===== src/rtl/rv32_pkg.sv =====
// Shared RV32I front-end definitions.
//   XLEN             : architectural register / address width
//   RESET_PC_DEFAULT : default first fetch address after reset
//   NOP_INSTR        : canonical NOP (addi x0, x0, 0)
//   fetch_entry_t    : one buffered instruction together with its address
//   align_word()     : forces an address onto a 4-byte boundary
package rv32_pkg;

  localparam int XLEN = 32;

  localparam logic [XLEN-1:0] RESET_PC_DEFAULT = 32'h0000_0000;
  localparam logic [XLEN-1:0] NOP_INSTR        = 32'h0000_0013;

  typedef struct packed {
    logic [XLEN-1:0] pc;
    logic [XLEN-1:0] inst;
  } fetch_entry_t;

  // RV32I has no compressed instructions, so the two low address bits are
  // always zero for a legal fetch address.
  function automatic logic [XLEN-1:0] align_word(input logic [XLEN-1:0] addr);
    return {addr[XLEN-1:2], 2'b00};
  endfunction

endpackage


===== src/rtl/fetch_buffer_if.sv =====
// Bus bundle between the fetch stage and its neighbours.
//   Instruction memory request : imem_req_valid/imem_req_ready/imem_req_addr
//   Instruction memory response: imem_rsp_valid/imem_rsp_data (never stalled)
//   Decode handshake           : inst_valid/inst_ready/inst/inst_pc
//   Redirect from execute      : redirect/redirect_pc
// master = the fetch stage, slave = memory + decode + redirect source.
interface fetch_buffer_if;
  import rv32_pkg::*;

  logic            imem_req_valid;
  logic            imem_req_ready;
  logic [XLEN-1:0] imem_req_addr;
  logic            imem_rsp_valid;
  logic [XLEN-1:0] imem_rsp_data;
  logic            inst_valid;
  logic            inst_ready;
  logic [XLEN-1:0] inst;
  logic [XLEN-1:0] inst_pc;
  logic            redirect;
  logic [XLEN-1:0] redirect_pc;

  modport master (
    output imem_req_valid, imem_req_addr,
    input  imem_req_ready,
    input  imem_rsp_valid, imem_rsp_data,
    output inst_valid, inst, inst_pc,
    input  inst_ready,
    input  redirect, redirect_pc
  );

  modport slave (
    input  imem_req_valid, imem_req_addr,
    output imem_req_ready,
    output imem_rsp_valid, imem_rsp_data,
    input  inst_valid, inst, inst_pc,
    output inst_ready,
    output redirect, redirect_pc
  );

endinterface


===== src/rtl/fetch_fifo.sv =====
// Small synchronous FIFO used twice by the fetch stage (PC tag queue and
// instruction buffer).
//   clk, reset    : clock, synchronous active-high reset
//   flush_i       : synchronous clear, wins over push/pop
//   push_i/_data_i: write one entry (accepted when not full, or full and
//                   popping in the same cycle)
//   pop_i         : drop the head entry (ignored when empty)
//   head_o        : current head entry (no bypass from push)
//   count_o       : number of valid entries, 0..DEPTH
// DEPTH must be a power of two so the pointers wrap naturally.
module fetch_fifo #(
  parameter  int WIDTH = 32,
  parameter  int DEPTH = 2,
  localparam int AW    = (DEPTH > 1) ? $clog2(DEPTH) : 1,
  localparam int CW    = $clog2(DEPTH + 1)
) (
  input  logic             clk,
  input  logic             reset,
  input  logic             flush_i,
  input  logic             push_i,
  input  logic [WIDTH-1:0] push_data_i,
  input  logic             pop_i,
  output logic [WIDTH-1:0] head_o,
  output logic [CW-1:0]    count_o
);

  logic [WIDTH-1:0] mem_q [DEPTH];
  logic [AW-1:0]    wr_ptr_q, wr_ptr_d;
  logic [AW-1:0]    rd_ptr_q, rd_ptr_d;
  logic [CW-1:0]    count_q, count_d;
  logic             push_en;
  logic             pop_en;

  always_comb begin
    pop_en  = pop_i && (count_q != '0);
    // A full FIFO can still take a write when the head leaves this cycle:
    // the slot being written is the one being freed.
    push_en = push_i && ((count_q != CW'(DEPTH)) || pop_en);

    wr_ptr_d = wr_ptr_q;
    rd_ptr_d = rd_ptr_q;
    count_d  = count_q;
    if (flush_i) begin
      wr_ptr_d = '0;
      rd_ptr_d = '0;
      count_d  = '0;
    end else begin
      if (push_en) wr_ptr_d = wr_ptr_q + AW'(1);
      if (pop_en)  rd_ptr_d = rd_ptr_q + AW'(1);
      count_d = count_q + CW'(push_en) - CW'(pop_en);
    end
  end

  always_ff @(posedge clk) begin
    if (reset) begin
      wr_ptr_q <= '0;
      rd_ptr_q <= '0;
      count_q  <= '0;
    end else begin
      wr_ptr_q <= wr_ptr_d;
      rd_ptr_q <= rd_ptr_d;
      count_q  <= count_d;
    end
  end

  // Storage carries no reset; validity is tracked by count_q alone.
  always_ff @(posedge clk) begin
    if (push_en && !flush_i) begin
      mem_q[wr_ptr_q] <= push_data_i;
    end
  end

  assign head_o  = mem_q[rd_ptr_q];
  assign count_o = count_q;

endmodule


===== src/rtl/fetch_buffer.sv =====
// RV32I instruction fetch stage.
// Owns the fetch PC, issues in-order word requests to instruction memory,
// tags each request with its PC, and buffers returned words for decode.
//   clk, reset : single clock, synchronous active-high reset
//   bus        : fetch_buffer_if.master
//                - imem_req_*  : request channel (valid/ready, word address)
//                - imem_rsp_*  : response channel, in order, never stalled
//                - inst_*      : instruction + PC towards decode
//                - redirect*   : flush and restart at a new address
// Parameters: RESET_PC (first fetch address), DEPTH (buffer entries and
// maximum outstanding requests, power of two 2..8).
module fetch_buffer
  import rv32_pkg::*;
#(
  parameter logic [XLEN-1:0] RESET_PC = RESET_PC_DEFAULT,
  parameter int              DEPTH    = 2
) (
  input  logic            clk,
  input  logic            reset,
  fetch_buffer_if.master  bus
);

  localparam int CW = $clog2(DEPTH + 1);
  localparam int EW = $bits(fetch_entry_t);

  logic [XLEN-1:0] fetch_pc_q, fetch_pc_d;
  logic [CW-1:0]   outstanding_q, outstanding_d;
  logic [CW-1:0]   drop_cnt_q, drop_cnt_d;

  logic            req_valid;
  logic            req_fire;
  logic            rsp_keep;
  logic            inst_pop;
  logic [CW:0]     occupancy;

  logic [XLEN-1:0] tag_head;
  logic [CW-1:0]   unused_tag_count;
  fetch_entry_t    push_entry;
  fetch_entry_t    head_entry;
  logic [EW-1:0]   buf_head;
  logic [CW-1:0]   buf_count;

  // Responses are only kept when no stale responses are still owed from
  // before a redirect; a redirect in the same cycle also discards it.
  assign rsp_keep = bus.imem_rsp_valid && (drop_cnt_q == '0) && !bus.redirect;
  assign inst_pop = bus.inst_valid && bus.inst_ready && !bus.redirect;

  // Credit check: every issued request must have a buffer slot waiting for
  // its response. A slot freed by a pop this cycle can be reused, because
  // the response to a request accepted now arrives no earlier than next
  // cycle; this keeps a 1-cycle memory streaming one word per cycle.
  assign occupancy = {1'b0, outstanding_q} + {1'b0, buf_count}
                   - {{CW{1'b0}}, inst_pop};
  assign req_valid = !reset && !bus.redirect && (occupancy < (CW+1)'(DEPTH));
  assign req_fire  = req_valid && bus.imem_req_ready;

  assign bus.imem_req_valid = req_valid;
  assign bus.imem_req_addr  = fetch_pc_q;

  // PC tags of requests still awaiting a kept response, in issue order.
  // Requests issued before a redirect are never tagged here again after the
  // flush, and their responses are dropped without popping.
  fetch_fifo #(
    .WIDTH (XLEN),
    .DEPTH (DEPTH)
  ) u_tag_q (
    .clk         (clk),
    .reset       (reset),
    .flush_i     (bus.redirect),
    .push_i      (req_fire),
    .push_data_i (fetch_pc_q),
    .pop_i       (rsp_keep),
    .head_o      (tag_head),
    .count_o     (unused_tag_count)
  );

  always_comb begin
    push_entry.pc   = tag_head;
    push_entry.inst = bus.imem_rsp_data;
  end

  fetch_fifo #(
    .WIDTH (EW),
    .DEPTH (DEPTH)
  ) u_inst_buf (
    .clk         (clk),
    .reset       (reset),
    .flush_i     (bus.redirect),
    .push_i      (rsp_keep),
    .push_data_i (push_entry),
    .pop_i       (inst_pop),
    .head_o      (buf_head),
    .count_o     (buf_count)
  );

  assign head_entry     = buf_head;
  assign bus.inst_valid = (buf_count != '0);
  // Empty-buffer outputs are forced to zero so decode never sees
  // uninitialised storage.
  assign bus.inst       = bus.inst_valid ? head_entry.inst : '0;
  assign bus.inst_pc    = bus.inst_valid ? head_entry.pc   : '0;

  always_comb begin
    fetch_pc_d    = fetch_pc_q;
    outstanding_d = outstanding_q;
    drop_cnt_d    = drop_cnt_q;
    if (bus.redirect) begin
      fetch_pc_d    = align_word(bus.redirect_pc);
      // Everything still in flight after this cycle is stale.
      outstanding_d = outstanding_q - CW'(bus.imem_rsp_valid);
      drop_cnt_d    = outstanding_q - CW'(bus.imem_rsp_valid);
    end else begin
      if (req_fire) begin
        // Natural 32-bit wrap takes 32'hFFFF_FFFC to 0.
        fetch_pc_d = fetch_pc_q + XLEN'(4);
      end
      outstanding_d = outstanding_q + CW'(req_fire) - CW'(bus.imem_rsp_valid);
      if (bus.imem_rsp_valid && (drop_cnt_q != '0)) begin
        drop_cnt_d = drop_cnt_q - CW'(1);
      end
    end
  end

  always_ff @(posedge clk) begin
    if (reset) begin
      fetch_pc_q    <= RESET_PC;
      outstanding_q <= '0;
      drop_cnt_q    <= '0;
    end else begin
      fetch_pc_q    <= fetch_pc_d;
      outstanding_q <= outstanding_d;
      drop_cnt_q    <= drop_cnt_d;
    end
  end

endmodule

===== src/flat_wrapper.sv =====
// flat-port wrapper written by rule: the top's interface ports become plain ports
module fetch_buffer_flat import rv32_pkg::*;
#(
  parameter logic [XLEN-1:0] RESET_PC = RESET_PC_DEFAULT,
  parameter int              DEPTH    = 2
)
  (clk, reset, bus_imem_req_valid, bus_imem_req_addr, bus_imem_req_ready, bus_imem_rsp_valid, bus_imem_rsp_data, bus_inst_valid, bus_inst, bus_inst_pc, bus_inst_ready, bus_redirect, bus_redirect_pc);
  fetch_buffer_if bus_i ();
  input  logic clk;
  input  logic reset;
  output wire logic [$bits(bus_i.imem_req_valid)-1:0] bus_imem_req_valid;
  output wire logic [$bits(bus_i.imem_req_addr)-1:0] bus_imem_req_addr;
  input wire logic [$bits(bus_i.imem_req_ready)-1:0] bus_imem_req_ready;
  input wire logic [$bits(bus_i.imem_rsp_valid)-1:0] bus_imem_rsp_valid;
  input wire logic [$bits(bus_i.imem_rsp_data)-1:0] bus_imem_rsp_data;
  output wire logic [$bits(bus_i.inst_valid)-1:0] bus_inst_valid;
  output wire logic [$bits(bus_i.inst)-1:0] bus_inst;
  output wire logic [$bits(bus_i.inst_pc)-1:0] bus_inst_pc;
  input wire logic [$bits(bus_i.inst_ready)-1:0] bus_inst_ready;
  input wire logic [$bits(bus_i.redirect)-1:0] bus_redirect;
  input wire logic [$bits(bus_i.redirect_pc)-1:0] bus_redirect_pc;
  assign bus_imem_req_valid = bus_i.imem_req_valid;
  assign bus_imem_req_addr = bus_i.imem_req_addr;
  assign bus_i.imem_req_ready = bus_imem_req_ready;
  assign bus_i.imem_rsp_valid = bus_imem_rsp_valid;
  assign bus_i.imem_rsp_data = bus_imem_rsp_data;
  assign bus_inst_valid = bus_i.inst_valid;
  assign bus_inst = bus_i.inst;
  assign bus_inst_pc = bus_i.inst_pc;
  assign bus_i.inst_ready = bus_inst_ready;
  assign bus_i.redirect = bus_redirect;
  assign bus_i.redirect_pc = bus_redirect_pc;
  fetch_buffer #(.RESET_PC(RESET_PC), .DEPTH(DEPTH)) u_core (.clk(clk), .reset(reset), .bus(bus_i));
endmodule

===== config.mk =====
export PLATFORM = sky130hd
export DESIGN_NAME = fetch_buffer_flat
export DESIGN_NICKNAME = d
export VERILOG_FILES = /design/src/rtl/rv32_pkg.sv /design/src/rtl/fetch_buffer_if.sv /design/src/rtl/fetch_fifo.sv /design/src/rtl/fetch_buffer.sv /design/src/flat_wrapper.sv
export SDC_FILE = /design/constraint.sdc
export NUM_CORES = 1
export LEC_CHECK = 0
export BUFFER_PORTS_ARGS = -buffer_cell sky130_fd_sc_hd__buf_2
export CELL_PAD_IN_SITES_DETAIL_PLACEMENT = 1
export CELL_PAD_IN_SITES_GLOBAL_PLACEMENT = 1
export CORE_ASPECT_RATIO = 0.9
export CORE_MARGIN = 3
export CORE_UTILIZATION = 26
export DETAILED_ROUTE_END_ITERATION = 12
export PLACE_DENSITY_LB_ADDON = 0.05
export SYNTH_ARGS = -nofsm -noshare
export SYNTH_HDL_FRONTEND = slang
export SYNTH_SLANG_ARGS = --single-unit

===== constraint.sdc =====
create_clock -name clk -period 7.7 [get_ports clk]
set_clock_uncertainty 0.05 [all_clocks]
set_input_delay 0 -clock clk [delete_from_list [all_inputs] [get_ports clk]]
set_output_delay 0 -clock clk [all_outputs]
set_load 0.005 [all_outputs]

After elaboration in Yosys (flattened, before gate mapping)
Memories as Yosys holds them, arrays and structs flattened. A register that Yosys moved wholly into a read port is not among the register bits.
Cells that the tools add are included.
{"block": "op_classes", "n_eq_ne": 2, "n_div": 0, "n_lt_le_gt_ge": 1, "add_sub_neg": 15, "muxes": 15, "shift": 0, "multipliers": 0, "n_reduce_logical": 25, "bitwise_logic": 0}
{"cell": "2-to-1 mux 32 bit", "count": 4}
{"cell": "adder 32 x 3 -> 32 bit (second input constant)", "count": 1}
{"cell": "logical AND 1 bit", "count": 14}
{"cell": "nonzero test 2 bit", "count": 5}
{"cell": "2-to-1 mux 1 bit", "count": 8}
{"cell": "subtractor 2 x 1 -> 2 bit", "count": 4}
{"cell": "adder 2 x 1 -> 2 bit", "count": 3}
{"cell": "2-to-1 mux 2 bit", "count": 3}
{"cell": "adder 1 bit (second input constant)", "count": 4}
{"cell": "inequality test 2 bit (second input constant)", "count": 2}
{"cell": "adder 2 x 2 -> 3 bit", "count": 1}
{"cell": "less-than comparator 3 x 2 -> 1 bit (second input constant)", "count": 1}
{"cell": "subtractor 3 x 1 -> 3 bit", "count": 1}
{"cell": "zero test 1 bit", "count": 2}
{"cell": "zero test 2 bit", "count": 1}
{"cell": "logical OR 1 bit", "count": 2}
{"cell": "OR reduction 2 bit", "count": 1}
{"cell": "subtractor 2 x 1 -> 2 bit (second input constant)", "count": 1}
{"block": "totals", "output_inout_bits": 98, "rom_bits": 0, "memories": 2, "regBits": 44, "word_cells": 70, "latchBits": 0, "ram_bits": 192, "input_bits": 70}
{"name": "u_core.u_inst_buf.mem_q", "depth": 2, "width": 64, "read_ports": 1, "rd_clocked_by_memory_dff": 1, "wr": 1, "line": "fetch_fifo.sv:27", "text": "logic [WIDTH-1:0] mem_q [DEPTH];"}
{"name": "u_core.u_tag_q.mem_q", "depth": 2, "width": 32, "read_ports": 1, "rd_clocked_by_memory_dff": 1, "wr": 1, "line": "fetch_fifo.sv:27"}

Longest topological paths before layout
Gate-level depths: netlist (run 1).
{"block": "depth", "word_depth": 11, "ltp_mapped": 14, "mapped_depth_nobuf": 13}

Modules after synthesis
Synthesis (run 1) repeated with hierarchy kept, for this count alone.
{"block": "hier_totals", "hier_cells": 681, "hier_area_um2": 10381.2}
{"mod": "fetch_fifo at u_core.u_inst_buf", "seq_area_each_um2": 3943.8, "n_inst": 1, "area_each_um2": 5113.7, "cells_per_inst": 223}
{"mod": "fetch_fifo at u_core.u_tag_q", "seq_area_each_um2": 2021.9, "n_inst": 1, "area_each_um2": 2680.1, "cells_per_inst": 124}
{"mod": "fetch_buffer", "seq_area_each_um2": 680.7, "n_inst": 1, "area_each_um2": 2587.5, "cells_per_inst": 334}

Worst setup path before layout (run 1)
No wires, ideal clock.
{"block": "synth_timing", "path_type": "reg2reg", "from": "register u_core.u_inst_buf.count_q[0] (netlist: u_core.u_inst_buf.count_o[0])", "to": "memory u_core.u_tag_q.mem_q[0][10], enable pin", "arrival_ns": 3.592, "required_ns": 7.233, "setup_time_ns": 0.417, "setup_slack_ns": 3.641, "path_stages_with_launch": 9, "cell_sequence": "dfxtp_1 -> o21ai_0 -> nor2_1 -> ha_1 -> nand2b_1 -> fa_1 -> xor2_1 -> o311ai_0 -> nor2_1"}
{"block": "synth_via", "elab_chain_len": 11}
{"element": "from (decl)", "line": "fetch_fifo.sv:30", "text": "logic [CW-1:0] count_q, count_d;"}
{"element": "from (signal assigned)", "line": "fetch_fifo.sv:62", "text": "count_q <= count_d;"}
{"element": "parallel branches: the longest is 3 deep, another holds adder 2 x 2 -> 3 bit"}
{"element": "subtractor 3 x 1 -> 3 bit (*)", "line": "fetch_buffer.sv:53", "text": "- {{CW{1'b0}}, inst_pop};"}
{"element": "less-than comparator 3 x 2 -> 1 bit (*)", "line": "fetch_buffer.sv:54", "text": "assign req_valid = !reset && !bus.redirect && (occupancy < (CW+1)'(DEPTH));"}
{"element": "logical AND 1 bit (*)", "line": "fetch_buffer.sv:54"}
{"element": "logical AND 1 bit (*)", "line": "fetch_buffer.sv:55", "text": "assign req_fire = req_valid && bus.imem_req_ready;"}
{"element": "logical AND 1 bit (*)", "line": "fetch_fifo.sv:38", "text": "push_en = push_i && ((count_q != CW'(DEPTH)) || pop_en);"}
{"element": "logical AND 1 bit (*)", "line": "fetch_fifo.sv:68", "text": "if (push_en && !flush_i) begin"}
{"element": "2-to-1 mux 1 bit (*)", "line": "fetch_fifo.sv:68"}
{"element": "2-to-1 mux 1 bit (implied by the code) (*)", "line": "fetch_fifo.sv:69", "text": "mem_q[wr_ptr_q] <= push_data_i;"}
{"element": "to (decl)", "line": "fetch_fifo.sv:27"}
Mark *: on every way between the ends.

Worst setup path after layout (run 1)
{"block": "layout_timing", "from": "register u_core.u_inst_buf.count_q[0] (netlist: u_core.u_inst_buf.count_o[0])", "to": "register u_core.u_tag_q.count_q[1] (netlist: u_core.u_tag_q.count_o[1])"}
{"block": "layout_via", "elab_chain_len": 10}
{"element": "parallel branches: the longest is 3 deep, another holds adder 2 x 2 -> 3 bit"}
{"element": "subtractor 3 x 1 -> 3 bit (*)", "line": "fetch_buffer.sv:53"}
{"element": "less-than comparator 3 x 2 -> 1 bit (*)", "line": "fetch_buffer.sv:54"}
{"element": "logical AND 1 bit (*)", "line": "fetch_buffer.sv:54"}
{"element": "logical AND 1 bit (*)", "line": "fetch_buffer.sv:55"}
{"element": "logical AND 1 bit (*)", "line": "fetch_fifo.sv:38"}
{"element": "adder 2 x 1 -> 2 bit (*)", "line": "fetch_fifo.sv:50", "text": "count_d = count_q + CW'(push_en) - CW'(pop_en);"}
{"element": "subtractor 2 x 1 -> 2 bit (*)", "line": "fetch_fifo.sv:50"}
{"element": "to (signal assigned)", "line": "fetch_fifo.sv:62"}
{"element": "to (decl)", "line": "fetch_fifo.sv:30"}
Marks and branches as above.
A chain may end at the register's enable or synchronous reset.

==> results of run 1 <==
[metal layers]
layer	global-route usage (%)	part of all wire, %	vias up
li1	-	-	3037
met1	18.3	47	3206
met2	22.6	47	121
met3	1.95	3.7	40
met4	3.32	2.1	0
met5	0	0	-
[state kept, by name (all words and copies together) (netlist names), named ones only]
register                    flops
u_core.bus.imem_req_addr       30
u_core.drop_cnt_q               2
u_core.outstanding_q            2
u_core.u_inst_buf.count_o       2
u_core.u_inst_buf.mem_q       124
u_core.u_inst_buf.rd_ptr_q      1
u_core.u_inst_buf.wr_ptr_q      1
u_core.u_tag_q.count_o          2
u_core.u_tag_q.mem_q           60
u_core.u_tag_q.rd_ptr_q         1
u_core.u_tag_q.wr_ptr_q         1
[synthesized netlist by cell type (all sizes together), types with 2 or more instances]
master	n	area share [%]
nor4	5	0.33
nand3	20	1.1
clkbuf	24	0.95
or4	10	0.88
xor2	6	0.56
buf	10	0.65
nand2b	2	0.13
or4b	2	0.21
xnor2	13	1.3
mux2	30	3.6
a311o	2	0.21
nor3	5	0.27
nor2	96	3.8
or3	11	0.73
or2	3	0.20
and2	6	0.40
edfxtp	184	59
o211ai	11	0.88
inv	15	0.60
and4	3	0.28
o21a	3	0.24
mux2i	63	6.7
a211oi	9	0.72
a21oi	3	0.16
nand2	26	1.0
o311ai	6	0.56
a31oi	9	0.60
o21ai	7	0.37
nand4	10	0.73
ha	9	1.2
a311oi	7	0.65
o31ai	3	0.24
and3	6	0.40
dfxtp	44	9.3
nor2b	2	0.13
[power by group through the flow]
| stage | clock network [µW] | registers (µW) | logic, µW |
|---|---|---|---|
| after floorplan | 0 | 1430 | 110 |
| after global placement | 0 | 1440 | 195 |
| after detailed placement | 0 | 1450 | 199 |
| after CTS | 1380 | 1420 | 230 |
| after global routing | 1420 | 1420 | 250 |
| final | 1330 | 1420 | 224 |
[worst max path at each step]
stage                                                        from                                     to  depth (start not counted)
after global routing      u_core.u_inst_buf.count_o[0]$_SDFF_PP0_   u_core.u_tag_q.count_o[1]$_SDFF_PP0_                         13
after global placement    u_core.u_inst_buf.count_o[0]$_SDFF_PP0_   u_core.u_tag_q.count_o[1]$_SDFF_PP0_                         13
final                     u_core.u_inst_buf.count_o[0]$_SDFF_PP0_   u_core.u_tag_q.count_o[1]$_SDFF_PP0_                         13
after CTS                 u_core.u_inst_buf.count_o[0]$_SDFF_PP0_   u_core.u_tag_q.count_o[1]$_SDFF_PP0_                         13
after floorplan           u_core.u_inst_buf.count_o[0]$_SDFF_PP0_  u_core.u_tag_q.mem_q[0][10]$_DFFE_PP_                          8
after detailed placement  u_core.u_inst_buf.count_o[0]$_SDFF_PP0_   u_core.u_tag_q.count_o[1]$_SDFF_PP0_                         13
[metrics by stage]
| stage | setup slack [ps] | hold WS, ps | std cells | instance area, µm² |
|---|---|---|---|---|
| after CTS | 3590 | 23.3 | 1407 | 12400 |
| final | 3660 | 40.4 | 1407 | 12400 |
| after floorplan | 3640 | 48.9 | 683 | 9450 |
| after global routing | 3330 | 56.9 | 1407 | 12400 |
| after detailed placement | 3650 | 143 | 1286 | 10800 |
| after global placement | 3820 | 139 | 1286 | 10800 |
[critical path, stage by stage (launching register included)]
cell	delay (ps)
dfxtp_1	370
o21ai_0	400
nor2_1	120
ha_1	300
nand2b_1	160
fa_1	450
xor2_1	500
o311ai_0	510
ha_1	450
inv_1	50
ha_1	180
xnor2_1	170
xnor2_1	140
nor2_1	60
[area by class of cell]
type                    instances  share of cell area (%)
clock buffers                  31                    5.56
clock inverters                18                    1.97
inverters                      16                   0.483
multi-input cells             405                    23.0
flip-flops and latches        228                    51.6
well taps                     469                    4.72
repair buffers                240                    12.7
[kinds of logic (layout without fill, tap and decap cells)]
logic type	after synthesis	after routing	share of synthesized area, %
AO/OA/AOI/OAI	66	66	5.13
XOR/XNOR	19	19	1.84
adder cells (fa/ha/maj)	10	10	1.41
buffers and inverters	50	305	2.24
flip-flops	228	228	67.9
multiplexers	93	93	10.3
other	1	4	0.0397
AND/OR/NAND/NOR	213	213	11.2
==> results.py, run 1 <==
metrics = {
    "status": {
        "run_status": "finished clean",
    },
    "power": {
        "clockPowerShare_pct": 44.8,
        "powerDensity_nw_per_um2": 239,
        "power.internal_uw": 2300,
        "ir_drop_v": 0.000116,
        "power_frac_comb_pct": 7.5,
        "p_sw_share_pct": 22.8,
        "p_leak_uw": 0.00444,
        "power_frac_seq_pct": 47.7,
        "power_switching_uw": 679,
        "p_total_uw": 2980,
    },
    "clock_tree": {
        "postCtsHoldBufs": 72,
        "cts_resized": 0,
        "cts_tree": "done",
        "clock_path_buffers": 3,
        "cts_root_buf": "clkbuf_16",
        "htree_levels": 1,
        "cts.sinks": 228,
        "cts_setup_buffers": 0,
        "cts_buffers": 27,
        "clock_latency_ps": 540,
        "clk_pin_slew_ps": 60,
    },
    "global_route": {
        "grt_overflow": 0,
        "track_usage_pct": 13.4,
        "antenna_found_initial": 0,
        "first_global_vias": 6852,
        "grt_max_degree": 64,
        "grt_pass1_wl_um": 40400,
    },
    "min_path": {
        "min_to": "u_core.outstanding_q[1]$_SDFF_PP0_",
        "min_from": "reset",
        "whs_path_depth": 2,
        "hp-class": "in2reg",
    },
    "cells_and_area": {
        "drive_above_1_share_pct": 27.0,
        "final_common_cell": "edfxtp_1",
        "register_area_um2": 6410,
        "final_nets": 998,
        "antenna_cells": 0,
        "fillers": 3799,
        "multi_input_area_um2": 2850,
        "syn_to_final_growth_pct": 31.7,
        "fin_util_pct": 35.0,
        "final_cell_mix": "edfxtp_1 (184), buf_2 (161), nor2_1 (92)",
    },
    "routing": {
        "viasPerCell": 4.55,
        "drtAntennaViolNets": 0,
        "wl_um": 26600,
        "drtIter0Drc": 192,
        "drc": 0,
        "post_drt_wl_per_cell_um": 18.9,
        "first_pass_iters": 6,
        "vias": 6404,
    },
    "run": {
        "maxCapViolations": 0,
    },
    "synthesis": {
        "ys_seq_area_share_pct": 67.9,
        "syn_inst": 680,
        "synthFlopType": "edfxtp_1",
        "synthArstFlopShare_pct": 0,
        "netlist_area_um2": 9440,
        "synth_area_per_cell_um2": 13.9,
        "ys_types": 56,
        "synth_edf_count": 184,
        "ys_ff_latch": 228,
        "yosysWarnings": 0,
    },
    "critical_path": {
        "cp-end-kind": "flop",
        "rr_endpoint": "u_core.u_tag_q.count_o[1]$_SDFF_PP0_",
        "cp-start-kind": "flop",
        "crit_arrival_ps": 4410,
        "path_max_fanout": 8,
        "ff2ff_setup_slack_ps": 3660,
        "r2r_cells": 13,
        "reg2reg_from": "u_core.u_inst_buf.count_o[0]$_SDFF_PP0_",
        "cp.required_ps": 8070,
        "path_class": "reg2reg",
    },
    "sta": {
        "fin_setup_tns_ps": 0,
        "clock.fmax_mhz": 247,
        "maxSlewHeadroom_pct": 22.3,
        "setup_viol": 0,
        "rsz0062_at_grt": "no",
        "slew_viol_final": 0,
        "fin_crit_ps": 4040,
        "tightest_slew_ps": 1150,
        "fin_crit_sh_pct": 52.5,
        "finalHoldViolCount": 0,
    },
    "placement": {
        "place_congestion": 0.736,
        "dpl.hpwl_um": 17500,
        "port_buffers": 161,
    },
    "die": {
        "die_h_um": 187,
        "die_area_um2": 38600,
        "rows": 65,
        "die_w_um": 207,
        "start_util_pct": 26.6,
        "boundaryPins": 168,
        "core_area_um2": 35500,
    },
}
No activity file was read; power rests on OpenSTA's default activity.
==> run 2: changes to the inputs <==
- clock period: 7.7 -> 4.1 ns (I/O delays scaled with it)
==> run 2 against run 1 <==
Sequential power is 88% higher. Non-clock buffer count is 7 higher. Register-to-register slack worse by 3300 ps. Fmax is 7.2% higher. Combinational power is 92% higher. Clock power is 71% higher. Largest power group unchanged.
==> results.py, run 2 (same netlist as run 1, synthesis figures left out) <==
metrics = {
    "sta": {
        "fin_crit_sh_pct": 92.0,
        "fin_hold_ws_ps": 101,
        "setup_viol": 0,
        "finalHoldViolCount": 0,
        "maxSlewHeadroom_pct": 30.6,
        "tightest_slew_ps": 1030,
        "slew_viol_final": 0,
        "clock.fmax_mhz": 265,
        "rsz0062_at_grt": "no",
        "fin_setup_tns_ps": 0,
        "fin_crit_ps": 3770,
    },
    "power": {
        "p_sw_share_pct": 23.1,
        "power_switching_uw": 1240,
        "powerDensity_nw_per_um2": 433,
        "power.internal_uw": 4130,
        "ir_drop_v": 0.000269,
        "p_leak_uw": 0.00443,
        "power_frac_comb_pct": 8.0,
        "clockPowerShare_pct": 42.3,
        "power_frac_seq_pct": 49.7,
        "p_total_uw": 5370,
    },
    "die": {
        "boundaryPins": 168,
        "die_w_um": 207,
        "die_area_um2": 38600,
        "start_util_pct": 26.6,
        "core_area_um2": 35500,
        "die_h_um": 187,
        "rows": 65,
    },
    "routing": {
        "vias": 6420,
        "drc": 0,
        "drtAntennaViolNets": 0,
        "wl_um": 26500,
        "viasPerCell": 4.54,
        "post_drt_wl_per_cell_um": 18.7,
        "drtIter0Drc": 296,
        "first_pass_iters": 4,
    },
    "critical_path": {
        "cp-end-kind": "flop",
        "reg2reg_from": "u_core.u_inst_buf.count_o[0]$_SDFF_PP0_",
        "ff2ff_setup_slack_ps": 330,
        "crit_arrival_ps": 4200,
        "cp.required_ps": 4520,
        "rr_endpoint": "u_core.bus.imem_req_addr[23]$_SDFFE_PP0P_",
        "path_class": "reg2reg",
        "r2r_cells": 11,
        "path_max_fanout": 6,
        "cp-start-kind": "flop",
    },
    "cells_and_area": {
        "final_cell_mix": "edfxtp_1 (184), buf_2 (161), nor2_1 (92)",
        "antenna_cells": 0,
        "multi_input_area_um2": 2850,
        "final_common_cell": "edfxtp_1",
        "final_nets": 1004,
        "drive_above_1_share_pct": 27.2,
        "syn_to_final_growth_pct": 31.3,
        "largest_reg_flops": 124,
        "design_area_um2": 12400,
        "fillers": 3845,
        "register_area_um2": 6410,
        "largest-register": "u_core.u_inst_buf.mem_q",
    },
    "placement": {
        "place_congestion": 0.723,
        "port_buffers": 161,
        "dpl.hpwl_um": 17700,
        "dpl_cell_area_um2": 10800,
    },
    "min_path": {
        "hp-class": "in2reg",
        "min_from": "bus_imem_req_ready",
        "whs_path_depth": 5,
        "min_to": "u_core.bus.imem_req_addr[5]$_SDFFE_PP0P_",
    },
    "global_route": {
        "grt_pass1_wl_um": 40500,
        "grt_overflow": 0,
        "track_usage_pct": 13.4,
        "grt_max_degree": 63,
        "first_global_vias": 6751,
        "antenna_found_initial": 0,
    },
    "clock_tree": {
        "cts_setup_buffers": 0,
        "cts_tree": "done",
        "cts_buffers": 26,
        "clk_pin_slew_ps": 60,
        "clock_latency_ps": 530,
        "cts.sinks": 228,
        "cts_root_buf": "clkbuf_16",
        "clock_path_buffers": 3,
        "htree_levels": 1,
    },
    "run": {
        "maxCapViolations": 0,
    },
    "status": {
        "run_status": "finished clean",
    },
}
[run 2: changes by cell type in the layout (fill, tap and decap cells not counted), moves of 2 or more]
cell | previous run | this run
buf_4 | 7 | 12
bufinv_16 | 5 | 2
clkbuf_1 | 4 | 8
clkbuf_8 | 0 | 2
clkinv_1 | 5 | 1
clkinv_2 | 2 | 4
dlygate4sd3_1 | 72 | 74
[run 2: layout make-up]
cell class                      instances  share of cell area (%)
Sequential cell                       228                    51.7
Multi-Input combinational cell        405                    23.0
Timing Repair Buffer                  247                    13.2
Clock buffer                           36                    5.72
Tap cell                              469                    4.74
Clock inverter                         12                    1.09
Inverter                               16                   0.485
[run 2: routing by layer]
metal	up-vias	share of wire (%)	GRT usage, %
met5	-	0	0
met4	0	1.9	2.85
met2	168	46	22.0
met1	3155	47	18.6
met3	39	4.8	2.58
li1	3058	-	-
[run 2: power groups by stage]
stage | sequential (µW) | combinational [µW] | clock [µW]
5_1_grt | 2680 | 482 | 2460
3_3_place_gp | 2710 | 372 | 0
6_report | 2670 | 429 | 2270
2_1_floorplan | 2690 | 206 | 0
3_5_place_dp | 2720 | 382 | 0
4_1_cts | 2670 | 440 | 2360
[run 2: worst max path at each step]
stage	startpoint	end	slack, ps	cells past startpoint
after floorplan	u_core.u_inst_buf.count_o[0]$_SDFF_PP0_	u_core.u_tag_q.mem_q[0][10]$_DFFE_PP_	40	8
after global placement	u_core.u_inst_buf.count_o[0]$_SDFF_PP0_	u_core.u_tag_q.count_o[1]$_SDFF_PP0_	640	13
after detailed placement	u_core.u_inst_buf.count_o[1]$_SDFF_PP0_	u_core.u_tag_q.mem_q[0][15]$_DFFE_PP_	560	10
after CTS	u_core.u_inst_buf.count_o[0]$_SDFF_PP0_	u_core.bus.imem_req_addr[23]$_SDFFE_PP0P_	330	11
after global routing	u_core.u_inst_buf.count_o[1]$_SDFF_PP0_	u_core.bus.imem_req_addr[23]$_SDFFE_PP0P_	10	11
final	u_core.u_inst_buf.count_o[0]$_SDFF_PP0_	u_core.bus.imem_req_addr[23]$_SDFFE_PP0P_	330	11
[run 2: repair_timing]
item,in CTS,in global routing
hold buffers,74,0
endpoints found under the hold margin,103,0
gates resized for setup,0,0
[run 2: worst max-delay path, stage by stage (launching register included)]
cell	delay, ps
dfxtp_1	370
o21ai_0	360
nor2_1	130
ha_1	280
nand2b_1	160
fa_1	610
nand4bb_1	150
buf_4	180
nor4_1	330
a211oi_1	130
a2111oi_0	370
dlygate4sd3_1	600
[run 2: metrics by stage]
step                      util (%)  std cells  setup slack [ps]
after CTS                     34.9       1413               333
after floorplan                  -        683              41.2
after global placement        30.5       1291               644
after global routing          34.9       1413              11.9
after detailed placement      30.5       1291               561
final                         34.9       1413               329
==> run 3: changes to the inputs <==
- ABC_AREA: default -> 1
==> run 3 against run 2 <==
Combinational power fell by 0.9%. Cell area rose by 3.6%. Sequential share of layout area fell by 1.8 points. Fmax rose by 0.44%. Synthesized cell count rose by 32%. Synthesized area rose by 2.2%. Global-route usage rose by 1.2 points. Register-to-register slack improved by 20 ps. Worst setup slack improved by 17 ps. Largest cell class unchanged. Hold slack got worse by 56 ps. First-iteration DRC count fell by 5.1%.
==> results.py, run 3 <==
metrics = {
    "power": {
        "power.internal_uw": 4210,
        "power_frac_seq_pct": 49.0,
        "power_frac_comb_pct": 7.9,
        "powerDensity_nw_per_um2": 421,
        "p_total_uw": 5400,
        "clockPowerShare_pct": 43.1,
        "power_switching_uw": 1190,
        "p_leak_uw": 0.00515,
        "ir_drop_v": 0.000257,
        "p_sw_share_pct": 22.0,
    },
    "placement": {
        "port_buffers": 161,
        "dp.cells": 1521,
        "dpl_cell_area_um2": 11100,
        "place_congestion": 0.722,
        "dpl.hpwl_um": 19300,
    },
    "synthesis": {
        "synth-compound-area-share_pct": 6.79,
        "ys_types": 40,
        "yosysMostFrequentCell": "nand2_1",
        "yosysTopAreaCell": "edfxtp_1",
        "synth_xor_xnor_area_share_pct": 1.27,
        "yosys.area_share.adder_pct": 1.38,
        "synthFlopType": "edfxtp_1",
        "syn_inst": 899,
        "synth_area_per_cell_um2": 10.7,
        "synth_top_cell_area_share_pct": 57.3,
        "synth_edf_count": 184,
        "synthSimpleGateAreaFrac_pct": 15.7,
        "synthArstFlopShare_pct": 0,
        "netlist_area_um2": 9640,
        "synth_top_family_by_area": "simple AND/OR/NAND/NOR gates",
        "synth_area_leaders": "edfxtp_1 (57%), nand2_1 (10%), dfxtp_1 (9.1%), a21oi_1 (4.5%), mux2_2 (3.5%)",
        "synth_commonest_cells": "nand2_1 (262), edfxtp_1 (184), a21oi_1 (87)",
        "synthMuxAreaShare_pct": 3.50,
        "yosysWarnings": 0,
        "ys_seq_area_share_pct": 66.4,
        "ys_ff_latch": 228,
    },
    "cells_and_area": {
        "fillers": 4073,
        "final_common_cell": "nand2_1",
        "final_cells": 1653,
        "largest_reg_flops": 124,
        "drive_above_1_share_pct": 22.2,
        "fin_util_pct": 35.3,
        "final_cell_mix": "nand2_1 (262), edfxtp_1 (184), buf_2 (161)",
        "largest-register": "u_core.u_inst_buf.mem_q",
        "antenna_cells": 0,
        "final_nets": 1241,
        "design_area_um2": 12800,
        "syn_to_final_growth_pct": 33.1,
    },
    "sta": {
        "slew_viol_final": 0,
        "fin_hold_ws_ps": 44.7,
        "tightest_slew_ps": 888,
        "rsz0062_at_grt": "yes",
        "finalHoldViolCount": 0,
        "fin_crit_sh_pct": 91.6,
        "clock.fmax_mhz": 266,
        "setup_viol": 0,
        "maxSlewHeadroom_pct": 40.8,
        "fin_crit_ps": 3750,
    },
    "min_path": {
        "hp-class": "in2reg",
    },
    "routing": {
        "drtIter0Drc": 281,
        "first_pass_iters": 4,
        "post_drt_wl_per_cell_um": 17.4,
        "viasPerCell": 4.32,
        "vias": 7147,
        "wl_um": 28700,
        "drc": 0,
        "drtAntennaViolNets": 0,
    },
    "clock_tree": {
        "cts_setup_buffers": 0,
        "clock_path_buffers": 3,
        "cts_buffers": 26,
        "cts_tree": "done",
        "cts.sinks": 228,
        "htree_levels": 1,
        "clk_pin_slew_ps": 60,
        "cts_root_buf": "clkbuf_16",
        "clock_latency_ps": 530,
    },
    "global_route": {
        "grt_pass1_wl_um": 45100,
        "first_global_vias": 7683,
        "antenna_found_initial": 0,
        "grt_max_degree": 63,
        "track_usage_pct": 14.6,
        "grt_overflow": 0,
    },
    "die": {
        "die_w_um": 209,
        "die_area_um2": 39400,
        "core_area_um2": 36300,
        "die_h_um": 189,
        "boundaryPins": 168,
        "start_util_pct": 26.5,
        "rows": 66,
    },
    "status": {
        "run_status": "finished clean",
    },
    "critical_path": {
        "path_class": "reg2reg",
        "cp.required_ps": 4470,
        "cp-start-kind": "flop",
        "cp-end-kind": "flop",
        "crit_arrival_ps": 4120,
        "path_max_fanout": 15,
    },
    "run": {
        "maxCapViolations": 0,
    },
}
run 3: logic make-up after synthesis:
logic type,after synthesis
flip-flops,228
XOR/XNOR,14
buffers and inverters,116
AO/OA/AOI/OAI,125
multiplexers,30
AND/OR/NAND/NOR,375
adder cells (fa/ha/maj),10
other,1
run 3: power groups by stage:
| stage | Sequential, µW | Clock, µW | Combinational, µW |
|---|---|---|---|
| floorplan | 2670 | 0 | 195 |
| global placement | 2700 | 0 | 362 |
| detailed placement | 2700 | 0 | 366 |
| CTS | 2650 | 2420 | 437 |
| global route | 2660 | 2500 | 486 |
| finish | 2650 | 2330 | 425 |
run 3: final timing paths:
check | from | endpoint | slack, ps | depth (start not counted)
worst max register to register | u_core.u_inst_buf.count_o[1]$_SDFF_PP0_ | u_core.bus.imem_req_addr[12]$_SDFFE_PP0P_ | 350 | 17
worst min register to register | u_core.u_tag_q.rd_ptr_q$_SDFFE_PP0P_ | flop | 410 | 1
worst min-delay path | bus_imem_req_ready | u_core.bus.imem_req_addr[8]$_SDFFE_PP0P_ | 40 | 6
worst max-delay path | u_core.u_inst_buf.count_o[1]$_SDFF_PP0_ | u_core.bus.imem_req_addr[12]$_SDFFE_PP0P_ | 350 | 17
run 3: stage by stage:
step	worst slack [ps]	setup TNS, ps
3_3_place_gp	715	0
5_1_grt	-4.81	-4.81
2_1_floorplan	41.4	0
6_report	345	0
3_5_place_dp	636	0
4_1_cts	108	0
run 3: repair_timing:
item,CTS,global route
gates resized for setup,0,3
endpoints found under the hold margin,101,0
endpoints found under the setup margin,0,7
hold buffers,88,0
run 3: worst max-delay path, cell delays in order, from the launching register on:
cell and delay, ps:
dfxtp_1 430, nor2_4 50, nor2_1 190, nand2_1 120, inv_1 90, ha_1 220, or2_2 300, fa_1 490
inv_1 60, nor2_4 130, nand3_4 160, nand2_4 250, inv_1 210, nand2_1 100, nand2_1 50, a21oi_1 110
nor2_1 50, dlygate4sd3_1 560
run 3: final cells by class:
| class | count | area (µm²) | share of cell area, % |
|---|---|---|---|
| Clock buffer | 36 | 698 | 5.44 |
| Tap cell | 476 | 596 | 4.64 |
| Multi-Input combinational cell | 558 | 2800 | 21.8 |
| Sequential cell | 228 | 6410 | 49.9 |
| Inverter | 79 | 304 | 2.37 |
| Timing Repair Buffer | 268 | 1870 | 14.6 |
| Clock inverter | 8 | 151 | 1.18 |
run 3: layer usage:
metal	part of all wire (%)	track usage, %	wire length [µm]
met1	46	19.2	13300
met2	48	25.6	13900
met3	3.5	2.33	997
met4	1.9	2.96	540
met5	0	0	0
